**src/rtl/uart_rx_cmd.sv**
```systemverilog
`default_nettype none
// ============================================================================
// uart_rx_cmd : oversampling 8N1 UART receiver with "S"/"C" + CR/LF command
// decoder; define UART_RX_PARITY_EN for 8E1 framing.        Rev 1.0
// ============================================================================
module uart_rx_cmd #(
  parameter  int CLKS_PER_BIT = 1085,
  localparam int HALF_BIT     = (CLKS_PER_BIT - 1) / 2
) (
  input  logic       clk,
  input  logic       rst,
  input  logic       i_Rx_Serial,
  output logic [7:0] o_Rx_Byte,
  output logic       o_Rx_DV,
  output logic       o_Rx_Active,
  output logic       o_Frame_Err,
  output logic       cmd_send,
  output logic       cmd_clear
);

  localparam int CNT_W = $clog2(CLKS_PER_BIT);
  localparam logic [CNT_W-1:0] C_HALF_CNT = CNT_W'(HALF_BIT);
  localparam logic [CNT_W-1:0] C_BIT_LAST = CNT_W'(CLKS_PER_BIT - 1);

`ifdef UART_RX_PARITY_EN
  typedef enum logic [2:0] {
    ST_IDLE   = 3'd0,
    ST_START  = 3'd1,
    ST_DATA   = 3'd2,
    ST_PARITY = 3'd3,
    ST_STOP   = 3'd4
  } state_t;
`else
  typedef enum logic [2:0] {
    ST_IDLE  = 3'd0,
    ST_START = 3'd1,
    ST_DATA  = 3'd2,
    ST_STOP  = 3'd3
  } state_t;
`endif

  typedef enum logic [1:0] {
    PEND_NONE  = 2'd0,
    PEND_SEND  = 2'd1,
    PEND_CLEAR = 2'd2
  } pend_t;

  logic             rx_meta_q, rx_meta_d;
  logic             rx_s_q, rx_s_d;
  state_t           state_q, state_d;
  logic [CNT_W-1:0] clk_cnt_q, clk_cnt_d;
  logic [2:0]       bit_idx_q, bit_idx_d;
  logic [7:0]       shift_q, shift_d;
  logic [7:0]       rx_byte_q, rx_byte_d;
  logic             rx_dv_q, rx_dv_d;
  logic             rx_active_q, rx_active_d;
  logic             frame_err_q, frame_err_d;
  pend_t            pending_q, pending_d;
  logic             cmd_send_q, cmd_send_d;
  logic             cmd_clear_q, cmd_clear_d;
  logic             parity_ok;

`ifdef UART_RX_PARITY_EN
  logic             parity_q, parity_d;
  // Even parity: data bits plus parity bit must XOR to zero.
  assign parity_ok = ~(^{shift_q, parity_q});
`else
  assign parity_ok = 1'b1;
`endif

  assign rx_meta_d = i_Rx_Serial;
  assign rx_s_d    = rx_meta_q;

  always_comb begin
    state_d     = state_q;
    clk_cnt_d   = clk_cnt_q;
    bit_idx_d   = bit_idx_q;
    shift_d     = shift_q;
    rx_byte_d   = rx_byte_q;
    rx_dv_d     = 1'b0;
    frame_err_d = 1'b0;
    rx_active_d = rx_active_q;
`ifdef UART_RX_PARITY_EN
    parity_d    = parity_q;
`endif
    case (state_q)
      ST_IDLE: begin
        if (!rx_s_q) begin
          clk_cnt_d   = '0;
          bit_idx_d   = 3'd0;
          rx_active_d = 1'b1;
          state_d     = ST_START;
        end
      end
      ST_START: begin
        if (clk_cnt_q == C_HALF_CNT) begin
          clk_cnt_d = '0;
          // A line that is high again at mid-start was only a glitch.
          if (!rx_s_q) begin
            state_d = ST_DATA;
          end else begin
            state_d     = ST_IDLE;
            rx_active_d = 1'b0;
          end
        end else begin
          clk_cnt_d = clk_cnt_q + 1'b1;
        end
      end
      ST_DATA: begin
        if (clk_cnt_q == C_BIT_LAST) begin
          clk_cnt_d          = '0;
          shift_d[bit_idx_q] = rx_s_q;
          if (bit_idx_q == 3'd7) begin
`ifdef UART_RX_PARITY_EN
            state_d = ST_PARITY;
`else
            state_d = ST_STOP;
`endif
          end else begin
            bit_idx_d = bit_idx_q + 3'd1;
          end
        end else begin
          clk_cnt_d = clk_cnt_q + 1'b1;
        end
      end
`ifdef UART_RX_PARITY_EN
      ST_PARITY: begin
        if (clk_cnt_q == C_BIT_LAST) begin
          clk_cnt_d = '0;
          parity_d  = rx_s_q;
          state_d   = ST_STOP;
        end else begin
          clk_cnt_d = clk_cnt_q + 1'b1;
        end
      end
`endif
      ST_STOP: begin
        // Leaving at mid-stop lets a start bit that directly follows be caught.
        if (clk_cnt_q == C_BIT_LAST) begin
          clk_cnt_d   = '0;
          state_d     = ST_IDLE;
          rx_active_d = 1'b0;
          if (rx_s_q && parity_ok) begin
            rx_byte_d = shift_q;
            rx_dv_d   = 1'b1;
          end else begin
            frame_err_d = 1'b1;
          end
        end else begin
          clk_cnt_d = clk_cnt_q + 1'b1;
        end
      end
      default: begin
        state_d     = ST_IDLE;
        rx_active_d = 1'b0;
      end
    endcase
  end

  always_comb begin
    pending_d   = pending_q;
    cmd_send_d  = 1'b0;
    cmd_clear_d = 1'b0;
    if (frame_err_q) begin
      pending_d = PEND_NONE;
    end else if (rx_dv_q) begin
      case (rx_byte_q)
        8'h53, 8'h73: pending_d = PEND_SEND;
        8'h43, 8'h63: pending_d = PEND_CLEAR;
        8'h0D, 8'h0A: begin
          // With nothing pending the terminator is ignored, so CR LF fires once.
          cmd_send_d  = (pending_q == PEND_SEND);
          cmd_clear_d = (pending_q == PEND_CLEAR);
          pending_d   = PEND_NONE;
        end
        default: pending_d = PEND_NONE;
      endcase
    end
  end

  always_ff @(posedge clk or negedge rst) begin
    if (!rst) begin
      rx_meta_q   <= 1'b1;
      rx_s_q      <= 1'b1;
      state_q     <= ST_IDLE;
      clk_cnt_q   <= '0;
      bit_idx_q   <= 3'd0;
      shift_q     <= 8'h00;
      rx_byte_q   <= 8'h00;
      rx_dv_q     <= 1'b0;
      rx_active_q <= 1'b0;
      frame_err_q <= 1'b0;
      pending_q   <= PEND_NONE;
      cmd_send_q  <= 1'b0;
      cmd_clear_q <= 1'b0;
`ifdef UART_RX_PARITY_EN
      parity_q    <= 1'b0;
`endif
    end else begin
      rx_meta_q   <= rx_meta_d;
      rx_s_q      <= rx_s_d;
      state_q     <= state_d;
      clk_cnt_q   <= clk_cnt_d;
      bit_idx_q   <= bit_idx_d;
      shift_q     <= shift_d;
      rx_byte_q   <= rx_byte_d;
      rx_dv_q     <= rx_dv_d;
      rx_active_q <= rx_active_d;
      frame_err_q <= frame_err_d;
      pending_q   <= pending_d;
      cmd_send_q  <= cmd_send_d;
      cmd_clear_q <= cmd_clear_d;
`ifdef UART_RX_PARITY_EN
      parity_q    <= parity_d;
`endif
    end
  end

  assign o_Rx_Byte   = rx_byte_q;
  assign o_Rx_DV     = rx_dv_q;
  assign o_Rx_Active = rx_active_q;
  assign o_Frame_Err = frame_err_q;
  assign cmd_send    = cmd_send_q;
  assign cmd_clear   = cmd_clear_q;

endmodule

`default_nettype wire
```
**config.mk**
```make
export PLATFORM = sky130hd
export DESIGN_NAME = uart_rx_cmd
export DESIGN_NICKNAME = d
export VERILOG_FILES = /design/src/rtl/uart_rx_cmd.sv
export SDC_FILE = /design/constraint.sdc
export NUM_CORES = 1
export LEC_CHECK = 0
export CORE_MARGIN = 2
export CORE_UTILIZATION = 40
export CTS_CLUSTER_SIZE = 8
export DETAILED_ROUTE_END_ITERATION = 8
export DONT_BUFFER_PORTS = 1
export HOLD_SLACK_MARGIN = 0.06
export REMOVE_ABC_BUFFERS = 1
export SLEW_MARGIN = 10
export SYNTH_ARGS = -nofsm -noshare
export SYNTH_HDL_FRONTEND = slang
export SYNTH_SLANG_ARGS = --single-unit
```
**constraint.sdc**
```tcl
create_clock -name clk -period 5 [get_ports clk]
set_input_delay 0.5 -clock clk [delete_from_list [all_inputs] [get_ports clk]]
set_output_delay 0.5 -clock clk [all_outputs]
set_load 0.005 [all_outputs]
```
== Word-level counts from Yosys, hierarchy flattened ==
Cells that the tools add are included.

* Add/subtract/negate cells: 2
* Muxes and demuxes: 38
* Magnitude comparators: 2
* Bitwise gates (word level): 1
* Equality and inequality tests: 21
* Reduce and logical (&&, ||, !) cells: 15

{| class="wikitable"
|+ Operators with widths
! kind !! number
|-
| $mux W11 || 3
|-
| $pmux W11 S3 || 1
|-
| $eq A8 B7 Y1 const B || 4
|-
| $mux W3 || 8
|-
| $mux W1 || 17
|-
| $eq A8 B4 Y1 const B || 2
|-
| $ne A2 B2 Y1 const B || 7
|-
| $pmux W3 S4 || 1
|-
| $add A11 B1 Y11 const B || 1
|-
| $eq A11 B10 Y1 const B || 1
|-
| $eq A11 B11 Y1 const B || 1
|-
| $reduce_and A5 Y1 || 2
|-
| $bwmux W8 || 1
|-
| $reduce_or A2 Y1 || 4
|-
| $eq A3 B2 Y1 const B || 2
|-
| $mux W2 || 3
|-
| $pmux W3 S2 || 1
|-
| $lt A3 B4 Y1 const B || 1
|-
| $pmux W1 S4 || 1
|-
| $pmux W2 S2 || 1
|-
| $reduce_and A2 Y1 || 2
|-
| $reduce_and A4 Y1 || 1
|-
| $reduce_bool A2 Y1 || 2
|-
| $add A3 B1 Y3 const B || 1
|-
| other kinds (11) || 11
|}

* Logic and storage cells: 92
* Bits in registers: 42
* Output and inout bits: 13
* Bits of input ports: 3

== Longest topological paths before layout ==
Gate-level depths: netlist of the first run.

* Word-level depth: 5
* Depth in mapped cells: 6
* Mapped depth without buffers: 6

== Worst setup path after synthesis of the first run ==
OpenSTA, ideal clock, no wires.

* Path kind: reg2reg
* From: register clk_cnt_q[0]
* To: register rx_byte_q[0], in the netlist o_Rx_Byte[0]
* Stages on the path, launching flop included: 7
* Slack: 3.151 ns
* Buffers on the path: 0
* Clock period less this slack: 1.849 ns
* Arrival: 1.724 ns
* Cells stage by stage: dfrtp_1 > inv_1 > ha_1 > and4b_1 > nand3_4 > nor3_4 > mux2_2

* Word-level cells in the longest chain between the ends: 2

{| class="wikitable"
|+ Ends and longest elaborated chain
! what !! line !! RTL
|-
| start, declared || 51 || <nowiki>logic [CNT_W-1:0] clk_cnt_q, clk_cnt_d;</nowiki>
|-
| start signal, assigned || 203 || <nowiki>clk_cnt_q <= clk_cnt_d;</nowiki>
|-
| $eq A11 B11 Y1 || 139 || <nowiki>if (clk_cnt_q == C_BIT_LAST) begin</nowiki>
|-
| $reduce_and A3 Y1 (no line) || -- ||
|-
| end signal, assigned || 206 || <nowiki>rx_byte_q <= rx_byte_d;</nowiki>
|-
| end, declared || 54 || <nowiki>logic [7:0] rx_byte_q, rx_byte_d;</nowiki>
|}

Every way passes these cells.
A chain may end at the register's enable or synchronous reset.

== Final worst setup path of the first run ==
* From: register clk_cnt_q[0]
* To: register rx_byte_q[4], in the netlist o_Rx_Byte[4]

Same word-level chain as after synthesis.

==> results of run 1 <==
==> per-layer routing <==
layer,part of all wire [%],GRT usage (%)
met1,49,21.75
met2,44,22.03
met3,5.2,4.894
met4,1.0,4.678
met5,0,0
==> logic make-up after synthesis <==
| family | count (synthesis) |
|---|---|
| and+or+nand+nor | 78 |
| AOI/OAI and AO/OA | 28 |
| DFF | 41 |
| buffers and inverters | 16 |
| muxes | 21 |
| xor gates and xnor gates | 3 |
| adders and majority gates | 5 |
==> per-stage QoR <==
step	cell area (um2)	std cells	hold slack, ns
after floorplan	2028	185	0.2044
after global placement	2116	255	0.2052
after detailed placement	2116	255	0.2054
after CTS	2266	265	0.1911
after global routing	2266	265	0.1800
final	2266	265	0.2049
==> Yosys cell counts (4+ instances only) <==
cell type / number
inv_1: 9
nor3_1: 5
dfrtp_1: 39
nand2_1: 21
mux2i_1: 4
nand2b_1: 5
mux2_2: 17
ha_1: 5
o21ai_0: 9
nand3_1: 7
nand4_1: 4
nor2_1: 10
==> power by group through the flow <==
stage | logic [W] | registers, W | clock network (W)
global route | 0.0000113 | 0.000335 | 0.000302
finish | 0.00000959 | 0.000335 | 0.000279
CTS | 0.0000103 | 0.000335 | 0.000290
detailed placement | 0.000000982 | 0.000341 | 0
global placement | 0.000000968 | 0.000341 | 0
floorplan | 0.000000905 | 0.000340 | 0
==> final cells by class <==
cell class / instances / area, um2
multi-input cells: 135 / 965.9
fillers: 466 / 2776
well taps: 70 / 87.58
clock buffers: 6 / 82.58
flip-flops and latches: 41 / 1028
repair buffers: 2 / 30.03
inverters: 9 / 33.78
clock inverters: 2 / 37.54
==> sequential cells by signal (all words and copies together), names as in the netlist, 2 cells and up <==
| name | flops |
|---|---|
| bit_idx_q | 3 |
| clk_cnt_q | 11 |
| o_Rx_Byte | 8 |
| pending_q | 2 |
| shift_q | 8 |
| state_q | 2 |
==> path summary, 6_finish.rpt <==
kind | start | to | slack, ns | cells past startpoint
setup reg to reg | clk_cnt_q[0]$_DFFE_PN0P_ | o_Rx_Byte[4]$_DFFE_PN0P_ | 2.95 | 6
min in group asynchronous | rst | o_Rx_Byte[3]$_DFFE_PN0P_ | 0.67 | 2
hold / removal | i_Rx_Serial | rx_meta_q$_DFF_PN1_ | 0.20 | 0
setup / recovery | clk_cnt_q[0]$_DFFE_PN0P_ | o_Rx_Byte[4]$_DFFE_PN0P_ | 2.95 | 6
hold reg to reg | rx_meta_q$_DFF_PN1_ | rx_s_q$_DFF_PN1_ | 0.36 | 0
max in group asynchronous | rst | rx_meta_q$_DFF_PN1_ | 4.06 | 2
==> worst reg2reg max path: stages, from the launching register on <==
cell and delay (ns):
dfrtp_1 0.40, inv_1 0.12, ha_1 0.15, and4b_1 0.30, nand3_4 0.16, nor3_4 0.42
mux2_2 0.39
==> cell usage in the layout, fill, tap and decap left out, drive strengths merged, types with 3 or more instances in the layout <==
| cell type | count |
|---|---|
| nand2b | 5 |
| a31oi | 3 |
| a21oi | 3 |
| nor4 | 3 |
| nand2 | 21 |
| nor3 | 8 |
| o22ai | 3 |
| ha | 5 |
| nand4 | 4 |
| dfrtp | 39 |
| and4 | 3 |
| nor3b | 4 |
| o21ai | 9 |
| nor2b | 3 |
| nand3 | 8 |
| nor2 | 10 |
| inv | 9 |
| mux2i | 4 |
| mux2 | 17 |
| clkbuf | 6 |
==> flow_metrics.tcl, run 1 <==
set metrics [dict create \
    rsz0062_at_grt "no" \
    drv_cap 0 \
    drt_iter0_drc 121 \
    vdd_ir_drop_max_mv 0.1674 \
    cp_cell_sequence "inv_1 -> ha_1 -> and4b_1 -> nand3_4 -> nor3_4 -> mux2_2" \
    nNetsFinal 202 \
    initial_utilization_pct 40.94 \
    clockBufferDepth 2 \
    post_cts_buffers 0 \
    drive_above_1_share_pct 17.44 \
    yosysWarnings 0 \
    die_area_mm2 0.005752 \
    ys_types 42 \
    port_buffers 0 \
    cts_buffers 5 \
    netlist_instances 192 \
    ys_ff_latch 41 \
    fin_util_pct 44.94 \
    yosys.area_share.simple_pct 22.48 \
    synthMuxAreaShare_pct 11.21 \
    maxSlewHeadroom_pct 58.01 \
    ant_nets 0 \
    synth_compound_gate_area_share_pct 8.788 \
    critPathSlowestCell "nor3_4" \
    layout_setup_ws_ns 2.952 \
    start_kind "flop" \
    power_frac_clock_pct 44.7 \
    cpPeakStageDelay_ns 0.42 \
    finalClockSkew_ns 0.008195 \
    vias 1430 \
    synth_edf_count 0 \
    drt_first_pass_iters 5 \
    swShare_pct 20.13 \
    fin_crit_ns 2.048 \
    grt_max_degree 42 \
    grt-ovfl-total 0 \
    cts-resized-gates 0 \
    antenna_found_initial 0 \
    synth_xor_area_share_pct 1.273 \
    grt_pass1_vias 1304 \
    critPathKind "reg2reg" \
    die_width_um 75.84 \
    drc 0 \
    setup_tns_ns 0 \
    combPwrFrac_pct 1.5 \
    finalPower_w 0.0006231 \
    syn_avg_cell_area_um2 10.75 \
    switchingPower_w 0.0001254 \
    outcome "complete, no violations" \
    min_period_over_period_pct 40.95 \
    place_congestion 0.7769 \
    viasPerCell 5.396 \
    wl_per_cell_um 14.64 \
    synth_area_mm2 0.002064 \
    diodes 0 \
    synthTopCellsByArea "dfrtp_1 47%, mux2_2 9.3%, nand2_1 3.8%" \
    endpoint_kind "flop" \
    holdBufCountCts 2 \
    share_seq_of_total_power_pct 53.7 \
    hold_viol 0 \
    coreArea_mm2 0.005042 \
    critPathArrivalTime_ns 2.23 \
    crit_buf_inv 1 \
    cts_sinks 41 \
    io_pins 16 \
    leakage_nw 0.9399 \
    yosysSeqAreaShare_pct 49.82 \
    pre_cts_slack_ns 2.962 \
    cts_tree "yes" \
    max_freq_mhz 488.4 \
    clock_latency_ns 0.29 \
    maxSlewViolCount 0 \
    hpwl_um 2684 \
    synth_top_family_by_area "simple AND/OR/NAND/NOR gates" \
    p_int_w 0.0004977 \
    die_h_um 75.84 \
    ys.flop_type "dfrtp_1" \
    hold_path.class "in2reg" \
    area_growth_pct 9.757 \
    grt_pass1_wl_um 6506 \
    clockRootBuffer "clkbuf_8" \
    synthAdderAreaFrac_pct 3.030 \
    synth_top_area_share_pct 47.27 \
    rows 26 \
    grt_util_all_layers_pct 15.26 \
    crit_family "simple AND/OR/NAND/NOR gates" \
    clk_pin_slew_ns 0.08 \
    powerDensity_mw_per_mm2 275.0 \
    ys_async_sr_fraction_pct 100.0 \
    cp.required_ns 5.18 \
    synth_top_area_cell "dfrtp_1" \
    cp_max_fo 8 \
    max_slew.worst_pin.slew_ns 0.6271 \
    h-tree-depth 2 \
    routed_wl_um 3880 \
    setup_viol 0 \
]
(Power assumes the default switching activity.)
==> run 2, diff against run 1 <==
clock period = 2 ns   (was 5 ns; I/O delays follow)
==> run 2 against run 1 <==
  * Critical endpoint is now shift_q[2]$_DFFE_PN0P_
  * Register-to-register slack got worse by 2.8 ns
  * Setup slack got worse by 2.8 ns
  * Cell count rose by 6.4%
  * Sequential share of layout area is 3.0 points lower
  * Critical path depth unchanged
  * Sequential power up 150%
  * Total power rose to 2.5 times the previous value
  * Count of clock-buffer cells in the layout unchanged
==> flow_metrics.tcl, run 2 (synthesis gave the netlist of run 1 again) <==
set metrics [dict create \
    cp_max_fo 8 \
    rows 26 \
    grt_max_degree 42 \
    cts_buffers 5 \
    clock_latency_ns 0.30 \
    critPathKind "reg2reg" \
    drt_first_pass_iters 4 \
    die_width_um 75.84 \
    antenna_found_initial 0 \
    diodes 0 \
    fin_crit_ns 1.884 \
    r2r_setup_slack_ns 0.12 \
    initial_utilization_pct 40.94 \
    max_slew.worst_pin.slew_ns 0.4059 \
    top_register "clk_cnt_q" \
    h-tree-depth 2 \
    largest_register_ffs 11 \
    clk_pin_slew_ns 0.08 \
    powerDensity_mw_per_mm2 645.2 \
    cpPeakStageDelay_ns 0.40 \
    max_freq_mhz 530.8 \
    viasPerCell 5.316 \
    use_met1_pct 21.16 \
    grtUsageMet3_pct 4.630 \
    finalPower_w 0.001565 \
    critPathSlowestCell "dfrtp_1" \
    nNetsFinal 219 \
    hpwl_um 2829 \
    drc 0 \
    regToRegStartpoint "clk_cnt_q[0]$_DFFE_PN0P_" \
    regToRegEndpoint "shift_q[2]$_DFFE_PN0P_" \
    clockBufferDepth 2 \
    setup_viol 0 \
    ant_nets 0 \
    finalClockSkew_ns 0.003287 \
    die_area_mm2 0.005752 \
    top_usage_layer "met2" \
    die_h_um 75.84 \
    port_buffers 0 \
    hold_path.class "in2async" \
    worstRegToRegCells 6 \
    cts_sinks 41 \
    maxSlewViolCount 0 \
    cp_cell_sequence "inv_1 -> ha_1 -> and4b_1 -> nand3_4 -> nor4_2 -> mux2_2" \
    cts_tree "yes" \
    grt-ovfl-total 0 \
    clockRootBuffer "clkbuf_8" \
    routed_wl_um 3937 \
    wl_per_cell_um 13.96 \
    cp.required_ns 2.19 \
    io_pins 16 \
    leakage_nw 1.028 \
    maxSlewHeadroom_pct 72.94 \
    grt_pass1_wl_um 6520 \
    mostFrequentLayoutCell "dfrtp_1" \
    globalRouteMet2Util_pct 22.41 \
    endpoint_kind "flop" \
    grt_pass1_vias 1385 \
    grt_util_all_layers_pct 15.42 \
    post_cts_buffers 0 \
    whs_ns 0.3586 \
    setup_tns_ns 0 \
    critPathArrivalTime_ns 2.07 \
    layout_common_cells "39 x dfrtp_1, 21 x nand2_1, 17 x mux2_2" \
    outcome "complete, no violations" \
    min_period_over_period_pct 94.19 \
    drive_above_1_share_pct 25.00 \
    vdd_ir_drop_max_mv 0.2220 \
    hold_viol 0 \
    start_kind "flop" \
    area_growth_pct 17.52 \
    place_congestion 0.8211 \
    vias 1499 \
    drt_iter0_drc 73 \
    coreArea_mm2 0.005042 \
    rsz0062_at_grt "no" \
    drv_cap 0 \
]
==> run 2: cell types whose count changed in the layout (fill, tap and decap cells not counted), sizes merged <==
cell         change
buf             +16
dlygate4sd3      +1
==> run 2: metrics by stage <==
step / instance area (um2) / utilization, % / instances / worst slack [ns]
after floorplan: 2028 / - / 185 / 0.1513
after global placement: 2248 / 44.59 / 271 / 0.05455
after detailed placement: 2248 / 44.59 / 271 / 0.06168
after global routing: 2426 / 48.11 / 282 / 0.01208
after CTS: 2409 / 47.77 / 282 / 0.03252
final: 2426 / 48.11 / 282 / 0.1161
==> run 2: power breakdown <==
part           leakage, nW  switching (W)  internal, W
registers            0.546     0.00000322     0.000832
logic                0.425      0.0000194   0.00000891
clock network       0.0574       0.000296     0.000406
total                 1.03       0.000319      0.00125
==> run 2: final cells by class <==
type                            instances  area (um2)
Inverter                                9       33.78
Sequential cell                        41        1028
Tap cell                               70       87.58
Clock buffer                            6       82.58
Clock inverter                          2       37.54
Fill cell                             446        2616
Multi-Input combinational cell        135       983.4
Timing Repair Buffer                   19       172.7
==> run 2: worst max path at each step <==
stage,from,end,slack [ns],depth (start not counted)
final,clk_cnt_q[0]$_DFFE_PN0P_,shift_q[2]$_DFFE_PN0P_,0.12,6
after global routing,clk_cnt_q[1]$_DFFE_PN0P_,clk_cnt_q[6]$_DFFE_PN0P_,0.01,8
after CTS,clk_cnt_q[0]$_DFFE_PN0P_,shift_q[2]$_DFFE_PN0P_,0.03,6
after detailed placement,clk_cnt_q[0]$_DFFE_PN0P_,shift_q[2]$_DFFE_PN0P_,0.06,6
after global placement,clk_cnt_q[0]$_DFFE_PN0P_,shift_q[2]$_DFFE_PN0P_,0.05,6
after floorplan,clk_cnt_q[0]$_DFFE_PN0P_,o_Rx_Byte[0]$_DFFE_PN0P_,0.15,6
==> run 2: metal layers <==
metal / vias up / routed length, um
li1: 733 / -
met1: 730 / 1914
met2: 29 / 1771
met3: 7 / 175
met4: 0 / 76
met5: - / 0
==> run 2: worst max-delay path: cells and delay by family (launching register included) <==
family,cells,cell delay (ns)
and+or+nand+nor,3,0.74
buffers and inverters,1,0.12
DFF,1,0.40
muxes,1,0.36
adders and majority gates,1,0.15
==> run 2: what timing repair did <==
action                                  4_1_cts  5_1_grt
hold endpoints to repair                     42        0
resized for setup                             0        3
hold buffers                                  3        0
endpoints found under the setup margin        0        3
==> run 3, diff against run 2 <==
DONT_BUFFER_PORTS = unset   (was 1)
==> run 3 against run 2 <==
  * Critical path depth unchanged
  * Cell count up 4.3%
  * Total power down 8.2%
  * Combinational power up 11%
  * Register-to-register slack about the same
  * Sequential share of layout area down 1.6 points
  * Count of clock-buffer cells in the layout unchanged
  * Critical endpoint is now shift_q[3]$_DFFE_PN0P_
  * Largest power group unchanged
==> flow_metrics.tcl, run 3 (synthesis gave the netlist of run 1 again) <==
set metrics [dict create \
    hold_path.class "in2reg" \
    rows 26 \
    die_area_mm2 0.005752 \
    area_growth_pct 22.00 \
    leakage_nw 1.059 \
    viasPerCell 5.153 \
    cp_max_fo 8 \
    grt_pass1_wl_um 6713 \
    fin_crit_ns 1.885 \
    finalClockSkew_ns 0.003048 \
    layout_common_cells "39 x dfrtp_1, 21 x nand2_1, 17 x mux2_2" \
    grt_pass1_vias 1412 \
    drc 0 \
    critPathKind "reg2reg" \
    post_cts_buffers 0 \
    grt-ovfl-total 0 \
    worstHoldStart "i_Rx_Serial" \
    cts_tree "yes" \
    die_h_um 75.84 \
    coreArea_mm2 0.005042 \
    crit_family "simple AND/OR/NAND/NOR gates" \
    diodes 0 \
    cp.required_ns 2.18 \
    clk_pin_slew_ns 0.08 \
    seq_area_mm2 0.001028 \
    antenna_found_initial 0 \
    drive_above_1_share_pct 23.21 \
    hold_viol 0 \
    whs_ns 0.3107 \
    final_cell_area_mm2 0.002519 \
    multi_input_area_um2 979.7 \
    routed_wl_um 4047 \
    top_register "clk_cnt_q" \
    crit_buf_inv 1 \
    cp_cell_sequence "inv_1 -> ha_1 -> and4b_2 -> nand3_4 -> nor3_1 -> mux2_2" \
    num-fill-cells 453 \
    critPathArrivalTime_ns 2.06 \
    largest_register_ffs 11 \
    clockRootBuffer "clkbuf_8" \
    wl_per_cell_um 13.77 \
    critPathSlowestCell "dfrtp_1" \
    nNetsFinal 231 \
    max_freq_mhz 530.6 \
    setup_viol 0 \
    hpwl_um 2917 \
    drt_iter0_drc 82 \
    grt_util_all_layers_pct 15.75 \
    vias 1515 \
    io_pins 16 \
    drv_cap 0 \
    mostFrequentLayoutCell "dfrtp_1" \
    critical_path.startpoint "clk_cnt_q[0]$_DFFE_PN0P_" \
    h-tree-depth 2 \
    cts_sinks 41 \
    grt_max_degree 42 \
    outcome "complete, no violations" \
    maxSlewHeadroom_pct 71.78 \
    maxSlewViolCount 0 \
    initial_utilization_pct 40.94 \
    port_buffers 15 \
    min_period_over_period_pct 94.23 \
    vdd_ir_drop_max_mv 0.2449 \
    max_slew.worst_pin.slew_ns 0.4174 \
    cts_buffers 5 \
    cpPeakStageDelay_ns 0.40 \
    place_area_mm2 0.002399 \
    start_kind "flop" \
    die_width_um 75.84 \
    clockBufferDepth 2 \
    powerDensity_mw_per_mm2 570.8 \
    regToRegStartpoint "clk_cnt_q[0]$_DFFE_PN0P_" \
    place_congestion 0.8408 \
    clock_latency_ns 0.29 \
    endpoint_kind "flop" \
    drt_first_pass_iters 4 \
    ant_nets 0 \
]
run 3: changes by cell type in the layout (fill, tap and decap cells not counted), sizes merged:
cell,previous run,this run
clkinvlp,1,0
buf,17,16
clkdlybuf4s50,0,14
bufinv,1,0
clkinv,0,2
dlygate4sd3,2,1
run 3: area by class of cell:
class,instances,share of cell area (%)
clock buffer,6,3.279
clock inverter,2,0.5464
inverter,9,1.341
multi-input combinational,135,38.90
sequential,41,40.83
tap,70,3.477
timing repair buffer,31,11.62
run 3: routing by layer:
layer / routed length, um / vias up / global-route usage, %
met3: 183 / 6 / 4.365
met1: 2047 / 719 / 21.55
met5: 0 / - / 0
met4: 65 / 0 / 6.043
li1: - / 756 / -
met2: 1751 / 34 / 23.75
run 3: timing repair:
action                                 CTS  global route
endpoints found under the hold margin   39             0
setup endpoints to repair                0             4
resized for setup                        0             3
hold buffers                             1             0
run 3: metrics by stage:
step | total power (W) | std cells | TNS, ns | setup WS (ns) | utilization (%)
final | 0.001438 | 294 | 0 | 0.1154 | 49.95
after global routing | 0.001492 | 294 | -0.005876 | -0.005876 | 49.95
after CTS | 0.001455 | 294 | 0 | 0.08500 | 49.68
after detailed placement | 0.0008812 | 285 | 0 | 0.09423 | 47.57
after global placement | 0.0008817 | 285 | 0 | 0.1350 | 47.57
after floorplan | 0.0008535 | 185 | 0 | 0.1513 | -
run 3: path summary, 6_finish.rpt:
| check | cells after the start | endpoint | slack (ns) |
|---|---|---|---|
| setup / recovery | 6 | shift_q[3]$_DFFE_PN0P_ | 0.12 |
| hold / removal | 1 | rx_meta_q$_DFF_PN1_ | 0.31 |
| setup reg to reg | 6 | shift_q[3]$_DFFE_PN0P_ | 0.12 |
| hold reg to reg | 0 | rx_s_q$_DFF_PN1_ | 0.36 |
| max in group asynchronous | 3 | rx_s_q$_DFF_PN1_ | 1.34 |
| min in group asynchronous | 3 | o_Rx_Byte[3]$_DFFE_PN0P_ | 0.41 |
run 3: where the power goes:
part | switching [W] | internal (W)
clock network | 0.000293 | 0.000280
registers | 0.00000123 | 0.000832
logic | 0.0000213 | 0.0000101
total | 0.000316 | 0.00112
